## config.mk

```make
export PLATFORM = sky130hd
export DESIGN_NAME = bit_order_deser
export DESIGN_NICKNAME = d
export VERILOG_FILES = /design/src/rtl/bit_order_deser.sv
export SDC_FILE = /design/constraint.sdc
export NUM_CORES = 1
export LEC_CHECK = 0
export ABC_AREA = 0
export BUFFER_PORTS_ARGS = -buffer_cell sky130_fd_sc_hd__buf_2
export CORE_MARGIN = 5
export CORE_UTILIZATION = 45
export CTS_BUF_LIST = sky130_fd_sc_hd__clkbuf_16
export DETAILED_ROUTE_END_ITERATION = 12
export PLACE_DENSITY = 0.65
export SLEW_MARGIN = 40
export SYNTH_ARGS = -nofsm -noshare
export SYNTH_HDL_FRONTEND = slang
export SYNTH_SLANG_ARGS = --single-unit
```

## constraint.sdc

```tcl
create_clock -name clk -period 5.55 [get_ports clk]
set_input_delay 0.555 -clock clk [delete_from_list [all_inputs] [get_ports clk]]
set_output_delay 0.555 -clock clk [all_outputs]
set_load 0.1 [all_outputs]
```

## src/rtl/bit_order_deser.sv

```systemverilog
// Serial-to-parallel deserialiser with per-word MSB/LSB-first placement, one-word output buffer
// and valid/ready handshake. Define BIT_ORDER_DESER_PARITY_EN for a trailing even-parity bit.
module bit_order_deser #(
    parameter int unsigned WIDTH = 8
) (
    input  logic             clk,
    input  logic             rst_n,
    input  logic             in_valid,
    input  logic             in_bit,
    output logic             in_ready,
    input  logic             msb_first,
    input  logic             flush,
    output logic [WIDTH-1:0] out_data,
    output logic             out_valid,
    input  logic             out_ready,
    output logic             busy
`ifdef BIT_ORDER_DESER_PARITY_EN
    ,
    output logic             parity_err
`endif
);

    localparam int unsigned CW = $clog2(WIDTH + 1);
`ifdef BIT_ORDER_DESER_PARITY_EN
    localparam int unsigned NBITS = WIDTH + 1;
`else
    localparam int unsigned NBITS = WIDTH;
`endif
    localparam logic [CW-1:0] LAST = CW'(NBITS - 1);

    logic [CW-1:0]    r_count;
    logic             r_order;
    logic             r_busy;
    logic [WIDTH-1:0] r_coll;
    logic [WIDTH-1:0] r_out_data;
    logic             r_out_valid;

    logic             w_last;
    logic             w_accept;
    logic             w_complete;
    logic             w_order;
    logic             w_data_bit;
    logic [CW-1:0]    w_idx;
    logic [CW-1:0]    w_count_next;
    logic [WIDTH-1:0] w_coll_next;

    assign w_last     = (r_count == LAST);
    // Only the word-completing bit can stall, and only while the buffered word is held.
    assign in_ready   = !(w_last && r_out_valid && !out_ready);
    assign w_accept   = in_valid && in_ready && !flush;
    assign w_complete = w_accept && w_last;
    // The first bit of a word uses the live pin; later bits use the latched order.
    assign w_order    = (r_count == '0) ? msb_first : r_order;
    assign w_data_bit = (r_count < CW'(WIDTH));
    assign w_idx      = w_order ? (CW'(WIDTH - 1) - r_count) : r_count;

    always_comb begin
        w_coll_next = r_coll;
        for (int i = 0; i < int'(WIDTH); i++) begin
            if (w_accept && w_data_bit && (w_idx == CW'(i))) begin
                w_coll_next[i] = in_bit;
            end
        end
    end

    always_comb begin
        w_count_next = r_count;
        if (flush || w_complete) begin
            w_count_next = '0;
        end else if (w_accept) begin
            w_count_next = r_count + 1'b1;
        end
    end

`ifdef BIT_ORDER_DESER_PARITY_EN
    logic r_parity_err;
    logic w_parity_err;

    // On completion in_bit is the parity bit itself and the collector holds all data bits.
    assign w_parity_err = (^w_coll_next) ^ in_bit;
    assign parity_err   = r_parity_err;

    always_ff @(posedge clk or negedge rst_n) begin
        if (!rst_n) begin
            r_parity_err <= 1'b0;
        end else if (w_complete) begin
            r_parity_err <= w_parity_err;
        end
    end
`endif

    always_ff @(posedge clk or negedge rst_n) begin
        if (!rst_n) begin
            r_count     <= '0;
            r_order     <= 1'b0;
            r_busy      <= 1'b0;
            r_coll      <= '0;
            r_out_data  <= '0;
            r_out_valid <= 1'b0;
        end else begin
            r_count <= w_count_next;
            r_busy  <= (w_count_next != '0);
            r_coll  <= w_coll_next;
            if (w_accept && (r_count == '0)) begin
                r_order <= msb_first;
            end
            if (w_complete) begin
                r_out_data  <= w_coll_next;
                r_out_valid <= 1'b1;
            end else if (r_out_valid && out_ready) begin
                r_out_valid <= 1'b0;
            end
        end
    end

    assign out_data  = r_out_data;
    assign out_valid = r_out_valid;
    assign busy      = r_busy;

endmodule

```

# --- Word level (Yosys, flattened, before mapping) ---
# Index checks and enable logic that the tools add are counted.
word_totals:
  word_cells: 55
  inputBits: 7
  register_bits: 23
  output_inout_bits: 11
op_classes:
  n_reduce_logical: 24
  eq_ne: 8
  n_addsub: 2
  muxes: 14
  magnitude_cmp: 1
op_table:
  columns: ["cell", "n"]
  rows:
  - ["$eq A4 B3 Y1 const B", 5]
  - ["$logic_and A1 B1 Y1", 16]
  - ["$mux W4", 3]
  - ["$mux W1", 11]
  - ["$eq A4 B2 Y1 const B", 2]
  - ["$logic_not A4 Y1", 2]
  - ["$add A4 B1 Y4 const B", 1]
  - ["$eq A4 B1 Y1 const B", 1]
  - ["$lt A4 B4 Y1 const B", 1]
  - ["$reduce_bool A4 Y1", 1]
  - ["$sub A3 B4 Y4 const A", 1]
  - ["$logic_not A1 Y1", 3]
  - ["$reduce_bool A2 Y1", 1]
  - ["$logic_or A1 B1 Y1", 1]

# --- Logic depth before layout (Yosys ltp) ---
logic_depth:
  ltp_word: 10
  depth_mapped: 8

# --- Least setup slack after synthesis ---
# OpenSTA, ideal clock, no wires.
synth_path:
  path_kind: "register to output"
  start: "reg r_out_valid, in the netlist out_valid"
  end: "out in_ready"
  path_stages_with_launch: 3
  path_buffers: 0
  setup_slack_ns: 3.109
  t_arrival_ns: 1.886
  path_cell_list: "dfrtp_1 or3b_1 or2_2"
synth_via:
  elab_chain_len: 3
synth_rtl:
  columns: ["element", "line", "rtl"]
  rows:
  - ["start, declared", "36", "logic r_out_valid;"]
  - ["start signal, assigned", "99", "r_out_valid <= 1'b0;"]
  - ["start signal, assigned", "109", "r_out_valid <= 1'b1;"]
  - ["start signal, assigned", "111", "r_out_valid <= 1'b0;"]
  - ["$logic_and A1 B1 Y1 (2 in series)", "49", "assign in_ready = !(w_last && r_out_valid && !out_ready);"]
  - ["$logic_not A1 Y1", "49", null]
  - ["end, declared", "10", "output logic in_ready,"]
# Every way passes these cells.

# --- Final worst setup path ---
layout_path:
  start: "reg r_count[0]"
  end: "reg r_out_data[7], in the netlist out_data[7]"
layout_via:
  elab_chain_len: 9
  word_cells_on_any_way: 16
  cone_classes: "add/sub: 1; order compare: 1; eq/ne: 2; mux: 3; reduce/logical: 9"
layout_rtl:
  columns: ["element", "line", "rtl"]
  rows:
  - ["start, declared", "31", "logic [CW-1:0] r_count;"]
  - ["start signal, assigned", "101", "r_count <= w_count_next;"]
  - ["parallel branches: the longest is 9 deep, another holds $sub A3 B4 Y4", null, null]
  - ["end signal, assigned", "108", "r_out_data <= w_coll_next;"]
  - ["end, declared", "35", "logic [WIDTH-1:0] r_out_data;"]
# Several ways; the timed one is not identified.
# A chain may end at the register's enable or synchronous reset.

==> qor.yml <==
outcome:
  run_status: "completed"
synth:
  synthesis.nets: 137
  ys_ff_latch: 23
  synth_cells: 128
  syn_avg_cell_area_um2: 9.78
  synth_edf_count: 0
  synth_area_um2: 1250
  ys_warn_count: 0
  yosysSeqAreaShare: 0.460
  yosysTopAreaCellShare: 0.460
  synthFlopType: "dfrtp_1"
  synth_top_cell_by_area: "dfrtp_1"
  synthTopCellsByArea: "dfrtp_1 46%, nand2_1 6.3%, mux2_2 3.6%, mux2i_1 3.2%, nor2_1 2.7%"
  ys_async_sr_fraction: 1.00
  synth_commonest_cells: "23 x dfrtp_1, 21 x nand2_1, 9 x nor2_1"
  synth.distinct_cells: 41
  yosysMostFrequentCell: "dfrtp_1"
worst_setup_path:
  critPathLaunchType: "register"
  criticalPathCategory: "register to register"
  crit_required_ns: 5.73
  cp_max_fo: 14
  ff2ff_setup_slack_ns: 3.08
  r2r_end: "out_data[7]$_DFFE_PN0P_"
  r2r-start: "r_count[0]$_DFF_PN0_"
  r2r_cells: 7
  cp-end-kind: "register"
  arrival_ns: 2.64
global_route:
  grt_usage: 0.141
  grt_pass1_vias: 964
  grt_start_max_net_pins: 24
  antenna_found_initial: 0
  grt-ovfl-total: 0
  grt_pass1_wl_um: 4470
final_layout:
  syn_to_final_growth_pct: 14.8
  num-nets-final: 155
  n_antenna_cell: 0
  postLayoutCoreUtil: 0.530
  final_area_um2: 1440
  drive_above_1_share: 0.228
  fill_cells: 267
clocking:
  clk_pin_slew_ns: 0.06
  clock_path_buffers: 2
  cts_root_buf: "clkbuf_16"
  cts_setup_buffers: 0
  clk_latency_ns: 0.25
  cts_resized: 0
  cts_tree: "yes"
  postCtsHoldBufs: 0
  cts-buffers-inserted: 3
  cts_sinks: 23
  htree_num_levels: 1
floorplanning:
  die_h_um: 62.8
  num_io_pins: 18
  fp.dieW_um: 62.8
  die_area_um2: 3940
  start_util: 0.462
  num_rows: 19
  coreArea_um2: 2710
timing:
  fin_setup_tns_ns: 0
  rsz0062_at_grt: "no"
  hold_viol_final: 0
  finalClockSkew_ns: 0.00203
  fin_crit_ns: 2.47
  setup_violations: 0
  worst_pin_slew_ns: 0.493
  max_clock_freq_ghz: 0.406
  finalCritPeriodShare: 0.444
  holdWs_ns: 0.260
  maxSlewViolCount: 0
  slew_headroom: 0.671
job:
  maxCapViolCount: 0
power:
  irDropWorstVdd_uv: 231
  leakagePower_uw: 0.000716
  p_per_area_nw_per_um2: 330
  p_total_uw: 474
hold_path:
  min_path_type: "primary input to asynchronous set/reset pin"
routing:
  vias: 997
  wl_um: 2480
  avgViaCountPerCell: 5.66
  drt_iter0_drc: 33
  first_pass_iters: 4
  routedWlPerCell_um: 14.1
  ant_nets: 0
  drc: 0
placed_design:
  placed_area_um2: 1360
  post-dp-hpwl_um: 1900
  gp_congestion: 0.859
  io_buffers: 17
==> metrics by stage <==
stage | cells | setup slack, ns
floorplan | 128 | 3.11
global placement | 172 | 3.17
detailed placement | 172 | 3.09
CTS | 176 | 3.07
global route | 176 | 2.92
finish | 176 | 3.08
==> area by class of cell <==
class / count / area [um2] / share of cell area
repair buffers: 17 / 85.1 / 0.0592
clock inverters: 1 / 5.00 / 0.00348
inverters: 5 / 18.8 / 0.0131
well taps: 31 / 38.8 / 0.0270
multi-input cells: 96 / 639 / 0.445
clock buffers: 3 / 75.1 / 0.0522
flip-flops and latches: 23 / 576 / 0.400
==> how the worst max path moves through the flow <==
stage	start	endpoint	slack, ns
2_1_floorplan	out_valid$_DFFE_PN0P_	in_ready	3.11
3_3_place_gp	r_count[0]$_DFF_PN0_	out_data[7]$_DFFE_PN0P_	3.17
3_5_place_dp	r_count[0]$_DFF_PN0_	out_data[7]$_DFFE_PN0P_	3.09
4_1_cts	r_count[0]$_DFF_PN0_	out_data[7]$_DFFE_PN0P_	3.07
5_1_grt	r_count[0]$_DFF_PN0_	out_data[7]$_DFFE_PN0P_	2.92
6_report	r_count[0]$_DFF_PN0_	out_data[7]$_DFFE_PN0P_	3.08
==> worst max-delay path, cell delays in order (launching register included) <==
cell and delay (ns):
dfrtp_1 0.51, inv_1 0.19, ha_1 0.22, nor3b_2 0.27, mux2_4 0.37, mux2_4 0.31, or3_1 0.36, a31oi_1 0.16
==> logic make-up after synthesis <==
group	after synthesis	share of synthesized area
adders and majority gates	2	0.0200
muxes	11	0.101
AOI/OAI and AO/OA	28	0.158
buffers and inverters	9	0.0300
xor gates and xnor gates	1	0.00699
DFF	23	0.460
and+or+nand+nor	54	0.225
==> per-layer routing <==
| layer | GRT usage | part of all wire | up-vias |
|---|---|---|---|
| li1 | - | - | 496 |
| met4 | 0.0557 | 0.012 | 0 |
| met3 | 0.0360 | 0.038 | 4 |
| met2 | 0.231 | 0.48 | 17 |
| met1 | 0.178 | 0.47 | 480 |
| met5 | 0 | 0 | - |
==> registers in the layout (all words and copies together) (netlist names) <==
register,count
busy,1
r_order,1
r_count,4
out_data,8
r_coll,8
out_valid,1
==> cells in the final DEF (no fill, tap or decap), drive strengths merged, types with 2 or more instances in the layout <==
cell type and count:
nand3 3, o31ai 2, ha 2, nor3b 2, a21o 2, inv 5, clkbuf 3, or3 2
nand2 21, o21ai 9, nor2 9, mux2 7, nand2b 2, dfrtp 23, and3b 2, buf 17
and3 2, mux2i 4, a211oi 3, or2 3, nand3b 3, a21oi 2
==> power breakdown <==
part           switching (uW)  internal, uW  leakage, uW
clock network            56.7          96.8    0.0000409
logic                    59.6          42.4     0.000376
registers                21.5           197     0.000300
No activity file was read; power rests on OpenSTA's default activity.
